File: src/rtl/rb_uart_tx_if.sv
// Ring buffer read-side bundle between the buffer and its UART drain stage.
// master = drain stage (drives mode), slave = ring buffer (drives isEmpty/RData).
interface rb_uart_tx_if #(
    parameter int REG_WIDTH = 8
);
    logic [1:0]           mode;
    logic                 isEmpty;
    logic [REG_WIDTH-1:0] RData;

    modport master (
        output mode,
        input  isEmpty,
        input  RData
    );

    modport slave (
        input  mode,
        output isEmpty,
        output RData
    );
endinterface

File: src/rtl/rb_uart_tx.sv
// Ring buffer drain stage: pops one entry per frame and serialises it as UART 8N1/8N2.
// Optional even-parity bit between DATA and STOP when RB_UART_TX_PARITY_EN is defined.
module rb_uart_tx #(
    parameter int REG_WIDTH    = 8,
    parameter int CLKS_PER_BIT = 16,
    parameter int RD_LAT       = 1,
    parameter int STOP_BITS    = 1
) (
    input  logic         clk,
    input  logic         reset,
    input  logic         enable,
    rb_uart_tx_if.master rb,
    output logic         tx,
    output logic         busy,
    output logic         byte_done
);

    localparam int CW   = (CLKS_PER_BIT > 2) ? $clog2(CLKS_PER_BIT) : 1;
    localparam int BMAX = (REG_WIDTH > STOP_BITS) ? REG_WIDTH : STOP_BITS;
    localparam int BW   = $clog2(BMAX + 1);

    typedef enum logic [2:0] {
        ST_IDLE   = 3'd0,
        ST_FETCH  = 3'd1,
        ST_LATCH  = 3'd2,
        ST_START  = 3'd3,
        ST_DATA   = 3'd4,
`ifdef RB_UART_TX_PARITY_EN
        ST_PARITY = 3'd6,
`endif
        ST_STOP   = 3'd5
    } state_t;

    state_t               state_r, state_s;
    logic [CW-1:0]        cyc_r, cyc_s;
    logic [BW-1:0]        bit_r, bit_s;
    logic [REG_WIDTH-1:0] shift_r, shift_s;
    logic                 tx_r, tx_s;
    logic                 byte_done_r, done_s;
    logic                 bit_end_s;

`ifdef RB_UART_TX_PARITY_EN
    logic parity_r, parity_s;

    function automatic logic even_parity(input logic [REG_WIDTH-1:0] d);
        return ^d;
    endfunction
`endif

    // Next-state, counter, shift and registered-output decode
    always_comb begin
        state_s   = state_r;
        cyc_s     = cyc_r;
        bit_s     = bit_r;
        shift_s   = shift_r;
        done_s    = 1'b0;
        tx_s      = 1'b1;
        bit_end_s = (cyc_r == CW'(CLKS_PER_BIT - 1));

        case (state_r)
            ST_IDLE: begin
                if (enable && !rb.isEmpty) begin
                    state_s = ST_FETCH;
                end else begin
                    state_s = ST_IDLE;
                end
            end
            ST_FETCH: begin
                // With zero read latency the data is already on RData during the strobe
                if (RD_LAT == 0) begin
                    state_s = ST_START;
                    shift_s = rb.RData;
                end else begin
                    state_s = ST_LATCH;
                end
            end
            ST_LATCH: begin
                state_s = ST_START;
                shift_s = rb.RData;
            end
            ST_START: begin
                if (bit_end_s) begin
                    state_s = ST_DATA;
                    cyc_s   = '0;
                    bit_s   = '0;
                end else begin
                    cyc_s = cyc_r + CW'(1);
                end
            end
            ST_DATA: begin
                if (bit_end_s) begin
                    shift_s = shift_r >> 1;
                    cyc_s   = '0;
                    if (bit_r == BW'(REG_WIDTH - 1)) begin
`ifdef RB_UART_TX_PARITY_EN
                        state_s = ST_PARITY;
`else
                        state_s = ST_STOP;
`endif
                        bit_s = '0;
                    end else begin
                        bit_s = bit_r + BW'(1);
                    end
                end else begin
                    cyc_s = cyc_r + CW'(1);
                end
            end
`ifdef RB_UART_TX_PARITY_EN
            ST_PARITY: begin
                if (bit_end_s) begin
                    state_s = ST_STOP;
                    cyc_s   = '0;
                    bit_s   = '0;
                end else begin
                    cyc_s = cyc_r + CW'(1);
                end
            end
`endif
            ST_STOP: begin
                if (bit_end_s) begin
                    cyc_s = '0;
                    if (bit_r == BW'(STOP_BITS - 1)) begin
                        state_s = ST_IDLE;
                        bit_s   = '0;
                        done_s  = 1'b1;
                    end else begin
                        bit_s = bit_r + BW'(1);
                    end
                end else begin
                    cyc_s = cyc_r + CW'(1);
                end
            end
            default: begin
                state_s = ST_IDLE;
                cyc_s   = '0;
                bit_s   = '0;
            end
        endcase

`ifdef RB_UART_TX_PARITY_EN
        // Parity is taken from the word exactly as it is captured on entry to START
        if ((state_s == ST_START) && (state_r != ST_START)) begin
            parity_s = even_parity(shift_s);
        end else begin
            parity_s = parity_r;
        end
`endif

        case (state_s)
            ST_START:  tx_s = 1'b0;
            ST_DATA:   tx_s = shift_s[0];
`ifdef RB_UART_TX_PARITY_EN
            ST_PARITY: tx_s = parity_s;
`endif
            default:   tx_s = 1'b1;
        endcase
    end

    // State, counters, data and registered outputs
    always_ff @(posedge clk or posedge reset) begin
        if (reset) begin
            state_r     <= ST_IDLE;
            cyc_r       <= '0;
            bit_r       <= '0;
            shift_r     <= '0;
            tx_r        <= 1'b1;
            byte_done_r <= 1'b0;
`ifdef RB_UART_TX_PARITY_EN
            parity_r    <= 1'b0;
`endif
        end else begin
            state_r     <= state_s;
            cyc_r       <= cyc_s;
            bit_r       <= bit_s;
            shift_r     <= shift_s;
            tx_r        <= tx_s;
            byte_done_r <= done_s;
`ifdef RB_UART_TX_PARITY_EN
            parity_r    <= parity_s;
`endif
        end
    end

    assign rb.mode   = (state_r == ST_FETCH) ? 2'b01 : 2'b00;
    assign busy      = (state_r != ST_IDLE);
    assign tx        = tx_r;
    assign byte_done = byte_done_r;

endmodule

File: src/flat_wrapper.sv
// flat-port wrapper written by rule: the top's interface ports become plain ports
module rb_uart_tx_flat 
#(
    parameter int REG_WIDTH    = 8,
    parameter int CLKS_PER_BIT = 16,
    parameter int RD_LAT       = 1,
    parameter int STOP_BITS    = 1
)
  (clk, reset, enable, tx, busy, byte_done, rb_mode, rb_isEmpty, rb_RData);
  rb_uart_tx_if #(.REG_WIDTH(REG_WIDTH)) rb_i ();
  input  logic clk;
  input  logic reset;
  input  logic enable;
  output logic tx;
  output logic busy;
  output logic byte_done;
  output wire logic [$bits(rb_i.mode)-1:0] rb_mode;
  input wire logic [$bits(rb_i.isEmpty)-1:0] rb_isEmpty;
  input wire logic [$bits(rb_i.RData)-1:0] rb_RData;
  assign rb_mode = rb_i.mode;
  assign rb_i.isEmpty = rb_isEmpty;
  assign rb_i.RData = rb_RData;
  rb_uart_tx #(.REG_WIDTH(REG_WIDTH), .CLKS_PER_BIT(CLKS_PER_BIT), .RD_LAT(RD_LAT), .STOP_BITS(STOP_BITS)) u_core (.clk(clk), .reset(reset), .enable(enable), .rb(rb_i), .tx(tx), .busy(busy), .byte_done(byte_done));
endmodule
File: config.mk
export PLATFORM = sky130hd
export DESIGN_NAME = rb_uart_tx_flat
export DESIGN_NICKNAME = d
export VERILOG_FILES = /design/src/rtl/rb_uart_tx_if.sv /design/src/rtl/rb_uart_tx.sv /design/src/flat_wrapper.sv
export SDC_FILE = /design/constraint.sdc
export NUM_CORES = 1
export LEC_CHECK = 0
export CORE_AREA = 2 2 62 64
export DETAILED_ROUTE_END_ITERATION = 7
export DIE_AREA = 0 0 64 66
export MAX_ROUTING_LAYER = met4
export SLEW_MARGIN = 20
export SYNTH_ARGS = -nofsm -noshare
export SYNTH_HDL_FRONTEND = slang
export SYNTH_SLANG_ARGS = --single-unit
File: constraint.sdc
create_clock -name clk -period 2.85 [get_ports clk]
set_input_delay 0.855 -clock clk [delete_from_list [all_inputs] [get_ports clk]]
set_output_delay 0.855 -clock clk [all_outputs]
set_load 0.02 [all_outputs]
==> results.yml <==
clocking:
  cts_buffer_depth: 2
  cts_tree: "yes"
  cts.sinks: 21
  hold_buffers: 0
  cts_htree_levels: 1
  clk_latency_ns: 0.31
  cts_made_buffers: 3
  cts.clk_slew.worst_paths_ns: 0.12
  cts_resized: 0
  cts-root-buf: "clkbuf_4"
  cts_setup_buffers: 0
sta:
  setup_violations: 0
  fmax_mhz: 365
  fin_crit_sh_pct: 96.2
  fin_skew_ns: 0.00252
  final-hold-violation-count: 0
  finalSetupTns_ns: 0
  grt_setup_unrepaired: "false"
  period_needed_ns: 2.74
  finalMaxSlewViolations: 0
die:
  die_w_um: 64
  core_mm2: 0.00355
  std_cell_rows: 22
  die_area_mm2: 0.00422
  ioPinCount: 17
  die_h_um: 66
  start_util_pct: 33.3
worst_setup_path:
  setup.worst_path.start: "u_core.state_r[0]"
  critPathLaunchType: "register"
  crit_arrival_ns: 1.89
  required_ns: 2.00
  r2r_end: "u_core.bit_r[3]"
  end_kind: "output port"
  rr_startpoint: "u_core.cyc_r[0]"
  r2r_slack_ns: 1.03
  path_max_fanout: 9
  reg2reg_depth: 5
  criticalPathCategory: "reg2out"
routing:
  ant_nets: 0
  first_pass_iters: 4
  vias_per_cell: 4.97
  drc: 0
  drt_iter0_markers: 23
  dr_total_vias: 914
  wl_per_cell_um: 13.1
  routed_wl_mm: 2.41
grt:
  grt_antenna_before_repair: 0
  grt.overflow.total: 0
  grt_pass1_vias: 946
  grtUsageTotal_pct: 13.2
  grt_pass1_wl_mm: 4.28
  grt_max_degree: 22
hold_path:
  hold_end: "u_core.shift_r[5]"
  holdCritStartpoint: "u_core.shift_r[5]"
  min_path_type: "reg2reg"
  hold_path_depth: 2
pwr:
  seqPwrFrac_pct: 44.9
  net-switching-power_w: 0.000455
  peakVddDrop_v: 0.000358
  clkPwrFrac_pct: 13.1
  swShare_pct: 39.8
  leakagePower_nw: 0.603
  p_int_w: 0.000689
  p_per_area_mw_per_mm2: 817
  p_comb_share_pct: 42.1
layout:
  fin_area_mm2: 0.00140
  fin_nets: 152
  area_delta_synth_final_pct: 18.4
  utilization_pct: 39.4
  drive_above_1_share_pct: 13.2
  antenna_cells: 0
status:
  outcome: "finished clean"
place:
  io_buffers: 15
  placed_area_mm2: 0.00137
  post-dp-hpwl_mm: 1.75
  gp_congestion: 0.751
job:
  max_cap_violations: 0
yosys:
  synth.lib_cells_used.distinct: 44
  seq_area_frac_synth_pct: 44.6
  syn-mean-instance-area_um2: 9.94
  ys_seq_elements: 21
  synth_cells: 119
  synth_area_mm2: 0.00118
  yosys.area.top_type_share_pct: 42.3
  synth_top_cell_by_area: "dfrtp_1"
  synth-warning-count: 0
  synth_nets: 134
  synthArstFlopShare_pct: 100
  synthFlopType: "dfrtp_1"
  synth.area.top_cells: "dfrtp_1, nand2_1, a22oi_1, o21ai_0, ha_1"
  synth_edf_count: 0
critical path, cell delays in order, from the launching register on:
cell and delay, ns:
dfrtp_1 0.56, inv_1 0.19, nor3_1 0.19, clkdlybuf4s50_1 0.63
through the flow:
| stage | worst slack (ns) | total power, W | hold slack (ns) | instances |
|---|---|---|---|---|
| final | 0.108 | 0.00114 | 0.490 | 184 |
| after floorplan | 0.841 | 0.000886 | 0.447 | 119 |
| after detailed placement | 0.467 | 0.00101 | 0.463 | 180 |
| after global routing | 0.0136 | 0.00124 | 0.520 | 184 |
| after global placement | 0.531 | 0.000986 | 0.463 | 180 |
| after CTS | 0.108 | 0.00116 | 0.493 | 184 |
cell type report:
class | instances | area [µm²]
Multi-Input combinational cell | 87 | 591
Inverter | 6 | 22.5
Fill cell | 346 | 2150
Timing Repair Buffer | 18 | 173
Tap cell | 48 | 60.1
Clock inverter | 1 | 5.00
Sequential cell | 21 | 527
Clock buffer | 3 | 22.5
flip-flops by register name, summed over array words and instances, names as in the netlist:
| register | cells |
|---|---|
| u_core.shift_r | 8 |
| u_core.bit_r | 4 |
| u_core.cyc_r | 4 |
| u_core.byte_done | 1 |
| u_core.state_r | 3 |
| u_core.tx | 1 |
cells in the final DEF, fill, tap and decap left out, types with 3 or more instances in the layout:
cell and count:
nor3_1 4, dfrtp_1 20, clkdlybuf4s50_1 15, nor2_1 5
buf_4 3, a22oi_1 7, inv_1 6, clkbuf_4 3
o21ai_0 8, nand2_1 18, a21oi_1 4, ha_1 3
worst max-delay path by stage:
stage,end,slack [ns],depth (start not counted)
6_report,rb_mode[0],0.11,3
3_5_place_dp,rb_mode[0],0.47,3
2_1_floorplan,rb_mode[0],0.84,2
4_1_cts,rb_mode[0],0.11,3
5_1_grt,rb_mode[0],0.01,3
3_3_place_gp,rb_mode[0],0.53,3
power by group through the flow:
stage	Clock, W	Sequential, W	Combinational (W)
final	0.000149	0.000513	0.000482
after floorplan	0	0.000492	0.000394
after CTS	0.000155	0.000512	0.000490
after global placement	0	0.000511	0.000475
after detailed placement	0	0.000518	0.000489
after global routing	0.000168	0.000529	0.000547
metal layers:
layer / part of all wire, % / vias to the layer above / global-route usage [%]
li1: - / 468 / -
met1: 49 / 427 / 16.0
met2: 46 / 16 / 22.3
met3: 4.0 / 3 / 2.56
met4: 0.96 / 0 / 4.08
met5: 0 / - / -
synthesized netlist by cell type, types with 2 or more instances:
| cell | n |
|---|---|
| dfrtp_1 | 20 |
| nand2_1 | 18 |
| o21ai_0 | 8 |
| a22oi_1 | 7 |
| inv_1 | 6 |
| nor2_1 | 5 |
| a21oi_1 | 4 |
| nor3_1 | 4 |
| ha_1 | 3 |
| a211oi_1 | 2 |
| a31o_2 | 2 |
| and3_1 | 2 |
| buf_4 | 2 |
| buf_6 | 2 |
| nand2b_1 | 2 |
| nand3_1 | 2 |
| nor3b_1 | 2 |
| o21a_1 | 2 |
cells by family (layout without fill, tap and decap cells):
logic type	Yosys count	in the layout	synth area share [%]
other	1	1	0.317
buffers and inverters	11	28	5.50
adders and majority gates	3	3	3.17
DFF	21	21	44.6
and+or+nand+nor	46	46	22.5
xor gates and xnor gates	1	1	0.741
AOI/OAI and AO/OA	35	35	22.3
muxes	1	1	0.847
Note: power is estimated with default switching activity, not from simulation.
